$ cat src/rtl/result_ascii_writer_if.sv
// result_ascii_writer_if
//   Bundles the calculator-side trigger (finish, result) and the typewriter-side
//   character stream (ascii_out, char_valid) with the writer status (busy, done).
//   master : calculator / typewriter side (drives finish and result)
//   slave  : result_ascii_writer (drives the character stream and status)
interface result_ascii_writer_if;
   logic        finish;
   logic [15:0] result;
   logic [7:0]  ascii_out;
   logic        char_valid;
   logic        busy;
   logic        done;

   modport master (
      output finish, result,
      input  ascii_out, char_valid, busy, done
   );

   modport slave (
      input  finish, result,
      output ascii_out, char_valid, busy, done
   );
endinterface

$ cat src/rtl/result_ascii_writer.sv
// result_ascii_writer
//   Takes the 16-bit calculator result on a rising edge of finish and streams it
//   to the VGA typewriter as ASCII: optional '=', optional '-', then the decimal
//   digits MSD-first with leading zeros suppressed. Binary-to-decimal is a
//   sequential double-dabble (16 iterations). Each character is a one-cycle
//   char_valid strobe, and consecutive strobes are GAP_CYCLES+1 clocks apart.
//
// Ports
//   clk_50m : system clock
//   rst     : synchronous active-high reset
//   bus     : result_ascii_writer_if.slave
//             finish/result in; ascii_out/char_valid/busy/done out
//
// Parameters
//   GAP_CYCLES  : idle cycles between strobes (1..255)
//   EMIT_PREFIX : 1 = emit '=' before the number
//
// Build option
//   SIGNED_RESULT_EN : result is two's complement; negative values emit '-'
//                      and the magnitude. Undefined: result is unsigned.
//
// state    | meaning
// ---------+--------------------------------------------------------------
// S_IDLE   | waiting for a finish rising edge
// S_CONVERT| one double-dabble iteration per clock, 16 in total
// S_EMIT   | strobe the current character
// S_GAP    | hold off GAP_CYCLES clocks after a strobe
// S_DONE   | one-cycle exit: pulse done, drop busy
module result_ascii_writer #(
   parameter int GAP_CYCLES  = 4,
   parameter bit EMIT_PREFIX = 1'b1
) (
   input logic                  clk_50m,
   input logic                  rst,
   result_ascii_writer_if.slave bus
);

   typedef enum logic [2:0] {S_IDLE, S_CONVERT, S_EMIT, S_GAP, S_DONE} state_t;

   // Character slots: 0 '=', 1 '-', 2..6 BCD digits 4..0 (slot 6 is the units digit).
   localparam logic [2:0] SLOT_EQ    = 3'd0;
   localparam logic [2:0] SLOT_MINUS = 3'd1;
   localparam logic [2:0] SLOT_LAST  = 3'd6;

   state_t      state, state_nxt;
   logic        finish_d, start;
   logic [19:0] bcd, bcd_adj, bcd_nxt;
   logic [15:0] bin, mag_in;
   logic        neg, neg_in;
   logic [3:0]  iter_cnt;
   logic [7:0]  gap_cnt;
   logic [2:0]  slot, slot_nxt, digit_slot, msd_slot, first_slot;
   logic        last_sent;
   logic [7:0]  char_code, ascii_q;
   logic        char_valid_q, busy_q, done_q;

`ifdef SIGNED_RESULT_EN
   // Negation happens in the latch cycle so the strobe latency is unchanged.
   assign neg_in = bus.result[15];
   assign mag_in = bus.result[15] ? 16'(16'd0 - bus.result) : bus.result;
`else
   assign neg_in = 1'b0;
   assign mag_in = bus.result;
`endif

   assign start = bus.finish & ~finish_d;

   always_comb begin
      bcd_adj = bcd;
      for (int i = 0; i < 5; i++) begin
         if (bcd[i*4 +: 4] >= 4'd5)
            bcd_adj[i*4 +: 4] = bcd[i*4 +: 4] + 4'd3;
      end
   end

   assign bcd_nxt = {bcd_adj[18:0], bin[15]};

   // Leading-zero suppression works on the value after the final iteration,
   // so a zero result still produces the units digit.
   always_comb begin
      msd_slot = SLOT_LAST;
      if      (bcd_nxt[19:16] != 4'd0) msd_slot = 3'd2;
      else if (bcd_nxt[15:12] != 4'd0) msd_slot = 3'd3;
      else if (bcd_nxt[11:8]  != 4'd0) msd_slot = 3'd4;
      else if (bcd_nxt[7:4]   != 4'd0) msd_slot = 3'd5;
   end

   always_comb begin
      first_slot = msd_slot;
      if (EMIT_PREFIX)
         first_slot = SLOT_EQ;
      else if (neg)
         first_slot = SLOT_MINUS;
   end

   always_comb begin
      slot_nxt = slot + 3'd1;
      case (slot)
         SLOT_EQ:    slot_nxt = neg ? SLOT_MINUS : digit_slot;
         SLOT_MINUS: slot_nxt = digit_slot;
         default:    slot_nxt = slot + 3'd1;
      endcase
   end

   always_comb begin
      char_code = 8'h30;
      case (slot)
         3'd0:    char_code = 8'h3D;
         3'd1:    char_code = 8'h2D;
         3'd2:    char_code = {4'h3, bcd[19:16]};
         3'd3:    char_code = {4'h3, bcd[15:12]};
         3'd4:    char_code = {4'h3, bcd[11:8]};
         3'd5:    char_code = {4'h3, bcd[7:4]};
         default: char_code = {4'h3, bcd[3:0]};
      endcase
   end

   always_comb begin
      state_nxt = state;
      case (state)
         S_IDLE:    if (start) state_nxt = S_CONVERT;
         S_CONVERT: if (iter_cnt == 4'd15) state_nxt = S_EMIT;
         S_EMIT:    state_nxt = S_GAP;
         S_GAP:     if (gap_cnt == 8'd0) state_nxt = last_sent ? S_DONE : S_EMIT;
         S_DONE:    state_nxt = S_IDLE;
         default:   state_nxt = S_IDLE;
      endcase
   end

   always_ff @(posedge clk_50m) begin
      if (rst) begin
         state        <= S_IDLE;
         finish_d     <= 1'b0;
         bcd          <= '0;
         bin          <= '0;
         neg          <= 1'b0;
         iter_cnt     <= '0;
         gap_cnt      <= '0;
         slot         <= '0;
         digit_slot   <= '0;
         last_sent    <= 1'b0;
         ascii_q      <= 8'h00;
         char_valid_q <= 1'b0;
         busy_q       <= 1'b0;
         done_q       <= 1'b0;
      end else begin
         state        <= state_nxt;
         finish_d     <= bus.finish;
         char_valid_q <= 1'b0;
         done_q       <= 1'b0;
         case (state)
            S_IDLE: begin
               if (start) begin
                  busy_q    <= 1'b1;
                  bin       <= mag_in;
                  neg       <= neg_in;
                  bcd       <= '0;
                  iter_cnt  <= '0;
                  last_sent <= 1'b0;
               end
            end
            S_CONVERT: begin
               bcd      <= bcd_nxt;
               bin      <= {bin[14:0], 1'b0};
               iter_cnt <= iter_cnt + 4'd1;
               if (iter_cnt == 4'd15) begin
                  digit_slot <= msd_slot;
                  slot       <= first_slot;
               end
            end
            S_EMIT: begin
               char_valid_q <= 1'b1;
               ascii_q      <= char_code;
               gap_cnt      <= 8'(GAP_CYCLES - 1);
               if (slot == SLOT_LAST)
                  last_sent <= 1'b1;
               else
                  slot <= slot_nxt;
            end
            S_GAP: begin
               if (gap_cnt != 8'd0)
                  gap_cnt <= gap_cnt - 8'd1;
            end
            S_DONE: begin
               done_q <= 1'b1;
               busy_q <= 1'b0;
            end
            default: ;
         endcase
      end
   end

   assign bus.ascii_out  = ascii_q;
   assign bus.char_valid = char_valid_q;
   assign bus.busy       = busy_q;
   assign bus.done       = done_q;

endmodule

$ cat src/flat_wrapper.sv
// flat-port wrapper written by rule: the top's interface ports become plain ports
module result_ascii_writer_flat 
#(
   parameter int GAP_CYCLES  = 4,
   parameter bit EMIT_PREFIX = 1'b1
)
  (clk_50m, rst, bus_finish, bus_result, bus_ascii_out, bus_char_valid, bus_busy, bus_done);
  result_ascii_writer_if bus_i ();
  input logic clk_50m;
  input logic rst;
  input wire logic [$bits(bus_i.finish)-1:0] bus_finish;
  input wire logic [$bits(bus_i.result)-1:0] bus_result;
  output wire logic [$bits(bus_i.ascii_out)-1:0] bus_ascii_out;
  output wire logic [$bits(bus_i.char_valid)-1:0] bus_char_valid;
  output wire logic [$bits(bus_i.busy)-1:0] bus_busy;
  output wire logic [$bits(bus_i.done)-1:0] bus_done;
  assign bus_i.finish = bus_finish;
  assign bus_i.result = bus_result;
  assign bus_ascii_out = bus_i.ascii_out;
  assign bus_char_valid = bus_i.char_valid;
  assign bus_busy = bus_i.busy;
  assign bus_done = bus_i.done;
  result_ascii_writer #(.GAP_CYCLES(GAP_CYCLES), .EMIT_PREFIX(EMIT_PREFIX)) u_core (.clk_50m(clk_50m), .rst(rst), .bus(bus_i));
endmodule
$ cat config.mk
export PLATFORM = sky130hd
export DESIGN_NAME = result_ascii_writer_flat
export DESIGN_NICKNAME = d
export VERILOG_FILES = /design/src/rtl/result_ascii_writer_if.sv /design/src/rtl/result_ascii_writer.sv /design/src/flat_wrapper.sv
export SDC_FILE = /design/constraint.sdc
export NUM_CORES = 1
export LEC_CHECK = 0
export BUFFER_PORTS_ARGS = -buffer_cell sky130_fd_sc_hd__buf_2
export CAP_MARGIN = 20
export CORE_ASPECT_RATIO = 0.9
export CORE_MARGIN = 4
export CORE_UTILIZATION = 50
export DETAILED_ROUTE_END_ITERATION = 8
export PLACE_DENSITY = 0.68
export SYNTH_ARGS = -nofsm -noshare
export SYNTH_HDL_FRONTEND = slang
export SYNTH_SLANG_ARGS = --single-unit
$ cat constraint.sdc
create_clock -name clk_50m -period 3.15 [get_ports clk_50m]
set_input_delay 0.1575 -clock clk_50m [delete_from_list [all_inputs] [get_ports clk_50m]]
set_output_delay 0.1575 -clock clk_50m [all_outputs]
set_load 0.02 [all_outputs]
==> run summary <==
The number of fill cells in the layout came out at 694. In this run the clock root is driven by a sky130_fd_sc_hd__clkbuf_8. For this block, the routed nets add up to 8.48 mm of wire. STA classifies the critical path endpoint as a flip-flop.

The overall global routing resource usage is 20.4%. In this run the critical register-to-register path is launched from u_core.bcd[5]. For this block, the initial DRC count from the detailed router was 205. The via count of the first global-routing pass came out at 3037. The DRC violations left came out at 0.

The count of different cell masters after synthesis is 61. The number of max-cap violations is 0. Of all cell types, the one taking the most synthesized area is sky130_fd_sc_hd__dfxtp_1.

In the finished design, the share of the clock period the worst path needs comes to 70.2%. The placed wire-length estimate after detailed placement is 5.84 mm. The hold path startpoint is bus_finish. The floorplan step defined a die boundary enclosing 8780 sq um.

The post-route non-filler standard cell count came out at 568. Yosys instantiated no cell more often than sky130_fd_sc_hd__dfxtp_1. The total of flip-flops plus latches after synthesis came out at 68. The pin count of the biggest net entering global routing came out at 33.

The count of input and output buffers is 27. The data required time of the worst path is 3.34 ns. VDD sags by at most 314 uV.

The internal power contribution came out at 1410 uW. The instance area at placement came out at 3830 sq um. The initial antenna violation count is 0. The fmax came out at 452 MHz.

The antenna diode count came out at 0. The category of the most critical setup path is reg -> reg. The number of synthesized flops with an enable pin is 0. The switching fraction of total power is 33.2%. Yosys printed 0 warnings. The final global-route overflow total came out at 0. The run finished with clean final reports. The clock arrives with 0.00824 ns of skew. The detailed-routing iteration count for the pre-antenna-repair pass is 5. The placed cell count is 553. The number of top-level pins is 30. CTS built an H-tree with a depth of 3. The clock period could shrink to 2.21 ns. The most used routing layer is met2. The final estimated routing congestion in global placement came out at 0.845. The area of all sequential standard cells came out at 1360 sq um.

In this run the mean area of a mapped cell was 8.04 sq um. The global routing usage on met1 is 27.1%. The antenna violation net count after detailed routing came out at 0. The final number of hold-violating endpoints is 0.

Clock tree synthesis found a total of 68 sinks. Clock-pin slew was measured on the worst setup and hold paths at 0.07 ns. The post-synthesis to final-layout area growth is 8.34%. The main flop type after synthesis is sky130_fd_sc_hd__dfxtp_1. The wire length per cell is 14.9 microns. The netlist area before placement came out at 3670 sq um. The number of pins exceeding their max-slew limit in the final report came out at 0.

Sorting the synthesized cells by area gives the leading types as sky130_fd_sc_hd__dfxtp_1, sky130_fd_sc_hd__nand2_1, sky130_fd_sc_hd__ha_1. The analysis attributes to cell leakage a power of 0.00151 uW. The clock reaches the later pin of the worst-skew pair after 0.34 ns. After detailed routing, the number of vias per cell comes to 5.72. At the worst endpoint, the arrival time is 2.40 ns. The multi-input gate area in the final layout came out at 2120 sq um. The number of nets at the end of the flow came out at 508. The share of flip-flops with an asynchronous set or reset after synthesis is 0%. The top-area cell type share of the netlist area is 37.1%. TritonCTS built the clock tree. Once the floorplan was initialized, standard cells occupied 51.7% of the core. The number of buffers inserted during clock tree synthesis came out at 9. The standard-cell row count came out at 29. The hold-fix buffer count after cts came out at 0. The floorplan step defined a core boundary enclosing 7110 sq um. The count of instances resized after the clock tree is built is 0. The first global-routing pass estimated 14.5 mm of wire. The total negative setup slack came out at 0 ns. The origin of the worst setup path is u_core.bcd[5].

The total via count in the routed design is 3249. The portion of total power attributed to sequential cells is 48.7%. The die extent in y came out at 89.3 microns. The normalized max-slew margin is 31.1%. The analysis attributes to net switching a power of 700 uW. Setup repair after global routing left no endpoint under its margin. Ranked by instance count, the synthesized netlist is headed by sky130_fd_sc_hd__dfxtp_1, sky130_fd_sc_hd__nand2_1, sky130_fd_sc_hd__nor2_1.

At the pin with the least slew margin, the transition time is 1.03 ns. Sequential cells were found to cover 37.1% of the synthesized design area. The global routing met2 resource utilization is 33.6%.

The post-CTS setup buffer count is 0. The share of total power in the clock network came out at 28.2%. The combinational cell fraction of total power came out at 23.2%.

The total power per unit cell area is 529 nW/um^2. The clock passes through at most 2 buffers. Setup violations remaining at the end of the flow were counted as 0. The worst setup path is launched from a flip-flop. The horizontal extent of the die is 98.4 microns.

The cell count after synthesis came out at 457. Global routing consumed, on the met3 layer, 4.37% of the routing resources. The ratio of cells with drive above 1 in the final layout came out at 10.7%.

The min-delay analysis places its worst path in the category in -> reg. After routing the design area is 3980 sq um. The top fanout value on the critical path came out at 6.
-- flip-flops by register name, indices dropped and copies added (netlist names), 3 cells and up --
register and flops:
u_core.digit_slot 3, u_core.iter_cnt 4, u_core.gap_cnt 8, u_core.bin 16
u_core.bus.ascii_out 6, u_core.slot 3, u_core.bcd 20, u_core.state 3
-- routing by layer --
| metal | vias up | share of wire, % |
|---|---|---|
| met5 | - | 0 |
| met4 | 0 | 1.4 |
| met3 | 13 | 4.1 |
| met2 | 71 | 46 |
| met1 | 1513 | 49 |
| li1 | 1652 | - |
-- metrics by stage --
step                hold WS, ns  setup WS, ns  power (uW)  utilization (%)
floorplan                 0.286          1.20        1410                -
global placement          0.388          1.12        1520             53.9
detailed placement        0.398         0.993        1530             53.9
CTS                      0.0411         0.985        2120             56.0
global route             0.0421         0.778        2240             56.0
finish                   0.0555         0.940        2110             56.0
-- cells in the final DEF, fill, tap and decap left out, types with 4 or more instances in the layout --
master                     instances
sky130_fd_sc_hd__xor2_1            6
sky130_fd_sc_hd__mux2i_1           4
sky130_fd_sc_hd__a21o_1            5
sky130_fd_sc_hd__nand3_1          22
sky130_fd_sc_hd__a31oi_1           6
sky130_fd_sc_hd__a22o_1            4
sky130_fd_sc_hd__buf_2            27
sky130_fd_sc_hd__buf_4             5
sky130_fd_sc_hd__clkbuf_8          9
sky130_fd_sc_hd__a211oi_1          9
sky130_fd_sc_hd__nor3_1            6
sky130_fd_sc_hd__inv_1            16
sky130_fd_sc_hd__o21ai_0          17
sky130_fd_sc_hd__nand2_1          63
sky130_fd_sc_hd__nor2b_1           4
sky130_fd_sc_hd__and3_1            6
sky130_fd_sc_hd__ha_1             18
sky130_fd_sc_hd__nand2b_1         11
sky130_fd_sc_hd__a21oi_1          26
sky130_fd_sc_hd__nor2_1           58
sky130_fd_sc_hd__xnor2_1           5
sky130_fd_sc_hd__nor3b_1           5
sky130_fd_sc_hd__a311oi_1         19
sky130_fd_sc_hd__dfxtp_1          68
-- worst max-delay path: stages, from the launching register on --
cell and delay [ns]:
sky130_fd_sc_hd__dfxtp_1 0.40, sky130_fd_sc_hd__inv_1 0.08, sky130_fd_sc_hd__ha_1 0.17, sky130_fd_sc_hd__nand2b_1 0.18, sky130_fd_sc_hd__a2111oi_0 0.65, sky130_fd_sc_hd__a31oi_1 0.08, sky130_fd_sc_hd__o311ai_0 0.35, sky130_fd_sc_hd__a311oi_1 0.15
-- final timing paths --
path | end | slack (ns) | cells after the start
min | u_core.finish_d | 0.06 | 2
max | u_core.digit_slot[0] | 0.94 | 7
max reg2reg | u_core.digit_slot[0] | 0.94 | 7
min reg2reg | u_core.bus.ascii_out[2] | 0.44 | 2
-- final cells by class --
| type | count | area share [%] |
|---|---|---|
| repair buffers | 32 | 4.34 |
| well taps | 93 | 2.92 |
| clock inverters | 3 | 0.377 |
| inverters | 17 | 1.60 |
| multi-input cells | 343 | 53.2 |
| flip-flops and latches | 68 | 34.2 |
| clock buffers | 12 | 3.40 |
-- power groups by stage --
stage / registers, uW / logic, uW / clock network [uW]
after floorplan: 1040 / 370 / 0
after global routing: 1040 / 551 / 649
after CTS: 1020 / 491 / 607
final: 1020 / 488 / 593
after global placement: 1040 / 478 / 0
after detailed placement: 1040 / 489 / 0
-- kinds of logic (layout without fill, tap and decap cells) --
| family | Yosys count | count (layout) | synth area share [%] |
|---|---|---|---|
| other | 1 | 2 | 0.102 |
| flip-flops | 68 | 68 | 37.1 |
| multiplexers | 4 | 4 | 1.09 |
| AND/OR/NAND/NOR | 197 | 197 | 25.8 |
| XOR/XNOR | 11 | 11 | 2.62 |
| buffers and inverters | 47 | 64 | 5.45 |
| adder cells (fa/ha/maj) | 18 | 18 | 6.13 |
| AO/OA/AOI/OAI | 111 | 111 | 21.8 |
(Power assumes the default switching activity.)
